File: src/rtl/fetch_queue.sv
// Instruction fetch queue: sequential imem reads, in-order PC-tagged FIFO, redirect flush.
// Optional FETCH_QUEUE_BYPASS_EN forwards a response straight to decode when the FIFO is empty.
module fetch_queue #(
  parameter int                DEPTH    = 4,
  parameter int                ADDR_W   = 16,
  parameter int                INSTR_W  = 16,
  parameter int                PC_STEP  = 4,
  parameter logic [ADDR_W-1:0] RESET_PC = '0
) (
  input  logic                         clk,
  input  logic                         reset,
  output logic                         imem_req,
  output logic [ADDR_W-1:0]            imem_addr,
  input  logic                         imem_ready,
  input  logic                         imem_rvalid,
  input  logic [INSTR_W-1:0]           imem_rdata,
  input  logic                         redirect,
  input  logic [ADDR_W-1:0]            redirect_pc,
  output logic                         instr_valid,
  output logic [INSTR_W-1:0]           instr,
  output logic [ADDR_W-1:0]            instr_pc,
  input  logic                         instr_ready,
  output logic [$clog2(DEPTH+1)-1:0]   count
);

  localparam int CNT_W  = $clog2(DEPTH + 1);
  localparam int PTR_W  = $clog2(DEPTH);
  // Drops are not credit-limited, so repeated redirects against a slow memory can stack them up.
  localparam int DROP_W = CNT_W + 4;
  localparam logic [CNT_W:0]    DEPTH_C = (CNT_W + 1)'(DEPTH);
  localparam logic [ADDR_W-1:0] STEP_C  = ADDR_W'(PC_STEP);

  logic [INSTR_W-1:0] r_instrMem [DEPTH];
  logic [ADDR_W-1:0]  r_pcMem    [DEPTH];
  logic [PTR_W-1:0]   r_rdPtr;
  logic [PTR_W-1:0]   r_wrPtr;
  logic [CNT_W-1:0]   r_count;
  logic [CNT_W-1:0]   r_inflight;
  logic [DROP_W-1:0]  r_dropCnt;
  logic [ADDR_W-1:0]  r_fetchPc;
  logic [ADDR_W-1:0]  r_respPc;

  logic w_credit;
  logic w_accept;
  logic w_rspDrop;
  logic w_rspTake;
  logic w_push;
  logic w_pop;

  assign w_credit  = ({1'b0, r_count} + {1'b0, r_inflight}) < DEPTH_C;
  assign imem_req  = reset & ~redirect & w_credit;
  assign imem_addr = r_fetchPc;
  assign w_accept  = imem_req & imem_ready;
  assign w_rspDrop = imem_rvalid & (r_dropCnt != '0);
  assign w_rspTake = imem_rvalid & (r_dropCnt == '0) & (r_inflight != '0);
  assign w_pop     = (r_count != '0) & instr_ready & ~redirect;
  assign count     = r_count;

`ifdef FETCH_QUEUE_BYPASS_EN
  logic w_bypass;
  assign w_bypass    = (r_count == '0) & ~redirect & w_rspTake;
  assign instr_valid = (r_count != '0) | w_bypass;
  assign instr       = w_bypass ? imem_rdata : r_instrMem[r_rdPtr];
  assign instr_pc    = w_bypass ? r_respPc   : r_pcMem[r_rdPtr];
  assign w_push      = w_rspTake & ~redirect & ~(w_bypass & instr_ready);
`else
  assign instr_valid = (r_count != '0);
  assign instr       = r_instrMem[r_rdPtr];
  assign instr_pc    = r_pcMem[r_rdPtr];
  assign w_push      = w_rspTake & ~redirect;
`endif

  // Redirect turns everything still outstanding into drops and restarts both PC streams.
  always_ff @(posedge clk or negedge reset) begin
    if (!reset) begin
      r_rdPtr    <= '0;
      r_wrPtr    <= '0;
      r_count    <= '0;
      r_inflight <= '0;
      r_dropCnt  <= '0;
      r_fetchPc  <= RESET_PC;
      r_respPc   <= RESET_PC;
      for (int i = 0; i < DEPTH; i++) begin
        r_instrMem[i] <= '0;
        r_pcMem[i]    <= '0;
      end
    end else if (redirect) begin
      r_rdPtr    <= '0;
      r_wrPtr    <= '0;
      r_count    <= '0;
      r_inflight <= '0;
      r_fetchPc  <= redirect_pc;
      r_respPc   <= redirect_pc;
      r_dropCnt  <= r_dropCnt + DROP_W'(r_inflight) - DROP_W'(w_rspTake) - DROP_W'(w_rspDrop);
    end else begin
      if (w_accept) r_fetchPc <= r_fetchPc + STEP_C;
      if (w_rspTake) r_respPc <= r_respPc + STEP_C;
      if (w_rspDrop) r_dropCnt <= r_dropCnt - DROP_W'(1);
      r_inflight <= r_inflight + CNT_W'(w_accept) - CNT_W'(w_rspTake);
      if (w_push) begin
        r_instrMem[r_wrPtr] <= imem_rdata;
        r_pcMem[r_wrPtr]    <= r_respPc;
        r_wrPtr             <= r_wrPtr + PTR_W'(1);
      end
      if (w_pop) r_rdPtr <= r_rdPtr + PTR_W'(1);
      r_count <= r_count + CNT_W'(w_push) - CNT_W'(w_pop);
    end
  end

endmodule

File: config.mk
export PLATFORM = sky130hd
export DESIGN_NAME = fetch_queue
export DESIGN_NICKNAME = d
export VERILOG_FILES = /design/src/rtl/fetch_queue.sv
export SDC_FILE = /design/constraint.sdc
export NUM_CORES = 1
export LEC_CHECK = 0
export CAP_MARGIN = 0
export CORE_UTILIZATION = 61
export DETAILED_ROUTE_END_ITERATION = 8
export GPL_ROUTABILITY_DRIVEN = 0
export GPL_TIMING_DRIVEN = 1
export MAX_ROUTING_LAYER = met4
export PLACE_DENSITY_LB_ADDON = 0.25
export SLEW_MARGIN = 20
export SYNTH_ARGS = -nofsm -noshare
export SYNTH_HDL_FRONTEND = slang
export SYNTH_SLANG_ARGS = --single-unit
export TNS_END_PERCENT = 5
File: constraint.sdc
create_clock -name clk -period 11.03 [get_ports clk]
set_input_delay 2.7575 -clock clk [delete_from_list [all_inputs] [get_ports clk]]
set_output_delay 2.7575 -clock clk [all_outputs]
set_load 0.05 [all_outputs]
# --- Word level (Yosys, flattened, before mapping) ---
# Cells that the tools add are included.
word_totals:
  elab_cells: 77
  in_bits: 38
  regBits: 177
  output_inout_bits: 53
op_classes:
  n_mux: 22
  addsub: 13
  bitwise: 12
  reduce_logical: 11
  order_cmp: 4
ops:
  columns: ["operator", "count"]
  rows:
  - ["$mux W16", 9]
  - ["$bwmux W64", 2]
  - ["$bmux W16 S2", 2]
  - ["$add A16 B3 Y16 const B", 2]
  - ["$demux W16 S2", 1]
  - ["$mux W7", 2]
  - ["$sub A7 B1 Y7", 2]
  - ["$reduce_bool A2 Y1", 5]
  - ["$and A1 B1 Y1", 9]
  - ["$mux W2", 4]
  - ["$add A7 B3 Y7", 1]
  - ["$logic_not A7 Y1", 1]
  - ["$reduce_bool A7 Y1", 1]
  - ["$sub A7 B1 Y7 const B", 1]
  - ["$add A3 B1 Y3", 2]
  - ["$ge A3 B3 Y1 const B", 2]
  - ["$mux W3", 2]
  - ["$not A2 Y3", 2]
  - ["$reduce_bool A3 Y1", 2]
  - ["$sub A3 B1 Y3", 2]
  - ["$add A2 B1 Y2 const B", 2]
  - ["$add A3 B3 Y4", 1]
  - ["$lt A4 B3 Y1 const B", 1]
  - ["$lt A3 B1 Y1 const B", 1]
  - ["3 further kinds", 3]

# --- Depth between registers and ports, before layout ---
depth:
  ltp_word: 7
  mapped_depth: 15
  mapped_depth_nobuf: 14

# --- Least setup slack after synthesis ---
# No wires, ideal clock.
synth_timing:
  kind: "input -> output"
  start: "input port redirect"
  end: "output port imem_req"
  stages: 3
  setup_slack_ns: 4.608
  t_arrival_ns: 3.665
  n_path_buf: 1
  t_required_ns: 8.273
  cell_sequence: "inv_1 clkbuf_1 and3_1"
synth_via:
  elab_chain_cells: 3
synth_rtl:
  columns: ["element", "line", "text"]
  rows:
  - ["from (decl)", "17", "input logic redirect,"]
  - ["$not A1 Y1 (no line)", null, null]
  - ["$and A1 B1 Y1 (2 in a row)", "51", "assign imem_req = reset & ~redirect & w_credit;"]
  - ["to (decl)", "12", "output logic imem_req,"]
# Every way passes these cells.

# --- Worst setup path in the final report ---
# Ends and elaborated chain as after synthesis.

==> flow_summary.ini <==
[run_status]
status = complete, no violations

[final_layout]
area_growth_pct = 18.45
multi_input_area_sq_mm = 0.003866
num-fill-cells = 858
n_antenna_cell = 0
utilization_pct = 73.60
nNetsFinal = 817
drive_gt1_share_pct = 25.00
fin_area_sq_mm = 0.01018
seqCellArea_sq_mm = 0.004431
fin_cells = 940

[global_routing]
grt-ovfl-total = 0
grt_pass1_vias = 6016
grt_use_total_pct = 27.96
grt_pass1_wl_um = 30240
antenna_found_initial = 0
grt_start_max_net_pins = 82

[drt]
postRouteAntennaNets = 0
via_per_inst = 5.940
vias = 5584
wl_per_cell_um = 19.33
drt_first_pass_iters = 5
drc = 0
drt_iter0_markers = 356
wl_um = 18170

[worst_setup_path]
reg2regPathDepth = 14
cp-start-kind = input pin
path_max_fanout = 52
path_class = input pin to output port
max_stage_delay_ns = 0.70
crit_top_cell = clkdlybuf4s50_1
slowest_stage = clkdlybuf4s50_1
required_ns = 8.27
worstPathArrival_ns = 5.04
regToRegSetupSlack_ns = 6.69
critPathCaptureType = output port
crit_chain = clkdlybuf4s50_1, buf_4, inv_1, and3_1, clkdlybuf4s50_1

[placed_design]
hpwl_um = 11730
dpl.cell_count = 910
postPlaceCellArea_sq_mm = 0.009604
portBuffers = 90

[logic_synthesis]
ys_ff_latch = 177
synth.top_cell.area_share_pct = 51.55
synth-edff-count = 0
synth_cell_types = 49
async_flop_share_pct = 100.0
avgSynthCellArea_sq_um = 12.86
synth_top_area_cell = dfrtp_1
syn-cell-area_sq_mm = 0.008592
seq_area_frac_synth_pct = 51.55
ys_top_cells_by_area = dfrtp_1 52%, mux2_2 15%, mux4_2 8.4%
synth_ff_type = dfrtp_1
synth_top_cells_by_count = 177 x dfrtp_1, 112 x mux2_2, 54 x nand2_1
yosysWarnings = 0
synth_nets = 736
synthCells = 668
yosysMostFrequentCell = dfrtp_1

[clock_network]
clk_path_buf_depth = 2
cts_root_buf = clkbuf_16
ctsHoldBuffers = 0
clkTransAtPathRegs_ns = 0.06
clk_latency_ns = 0.43
clock-sinks = 177
htreeDepth = 4
cts_resized = 0
postCtsSetupBuffers = 0
cts_tree = built
cts_buffers = 17

[floorplan]
rows = 43
core_sq_mm = 0.01383
die_h_um = 120.7
die_w_um = 120.7
start_util_pct = 62.14
pin_count = 91
die_area_sq_mm = 0.01456

[timing]
worst_pin_slew_ns = 0.9731
tns_ns = 0
fin_crit_sh_pct = 70.65
rsz0062_at_grt = false
hold_viol = 0
max_freq_ghz = 0.1283
finalMaxSlewViolations = 0
fin_crit_ns = 7.793
clock_skew_ns = 0.006717
relSlewSlack_pct = 34.89
setup_viol = 0

[run]
maxCapViolations = 0

[pwr]
peakVddDrop_mv = 0.1710
cellPowerDensity_mw_per_mm2 = 176.9
p_total_mw = 1.800
leakage_nw = 4.686

[hold_path]
holdCritPathClass = register to register
hold_depth = 2
==> worst max-delay path, delay by kind of cell <==
family	cells	cell delay, ns
buf+inv	4	1.99
simple gates	1	0.27
==> power breakdown <==
part	internal, mW	switching (mW)	total [mW]
registers	0.689	0.0441	0.733
clock network	0.342	0.245	0.587
logic	0.195	0.285	0.480
==> through the flow <==
stage               setup slack [ns]  hold WS [ns]
global placement               3.289        0.4561
finish                         3.237        0.4851
floorplan                      4.608        0.4446
CTS                            3.218        0.4862
global route                   3.140        0.5143
detailed placement             3.236        0.4700
==> cell type report <==
cell class / count / area share [%]
Timing Repair Buffer: 95 / 9.270
Multi-Input combinational cell: 420 / 37.99
Clock inverter: 10 / 1.106
Tap cell: 180 / 2.213
Inverter: 38 / 1.402
Clock buffer: 20 / 4.487
Sequential cell: 177 / 43.53
==> per-layer routing <==
metal	share of wire (%)	wire length (um)	vias to the layer above	track usage, %
li1	-	-	2543	-
met1	44	7939	2855	35.74
met2	50	9167	158	45.22
met3	4.0	722	28	4.764
met4	1.9	341	0	10.49
met5	0	0	-	-
==> logic make-up (layout without fill, tap and decap cells) <==
family / count (synthesis) / count (layout) / share of synthesized area, %
buf+inv: 71 / 163 / 3.451
mux: 147 / 147 / 23.42
flops: 177 / 177 / 51.55
simple gates: 126 / 126 / 7.616
xor+xnor: 33 / 33 / 3.364
compound gates: 84 / 84 / 5.796
fa+ha+maj: 30 / 30 / 4.806
==> placed cells by master (no fill, tap or decap), types with 18 or more instances in the layout <==
cell and instances:
o21ai_0 45, inv_1 38, mux2_2 112, ha_1 25, xnor2_1 24, clkdlybuf4s50_1 89, mux4_2 32, nand2_1 54
dfrtp_1 176, nor2_1 18
==> flip-flops by register name (all words and copies together), names as in the netlist <==
register,flops
r_instrMem,64
r_pcMem,64
imem_addr,16
r_respPc,16
r_dropCnt,7
count,3
r_inflight,3
r_rdPtr,2
r_wrPtr,2
==> path summary, 6_finish.rpt <==
check	start	end
worst max-delay path	redirect	imem_req
min in group asynchronous	reset	r_instrMem[32]
worst min register to register	r_pcMem[23]	r_pcMem[23]
max in group asynchronous	reset	r_pcMem[21]
worst max register to register	r_dropCnt[4]	r_dropCnt[6]
worst min-delay path	r_pcMem[23]	r_pcMem[23]
(Power assumes the default switching activity.)
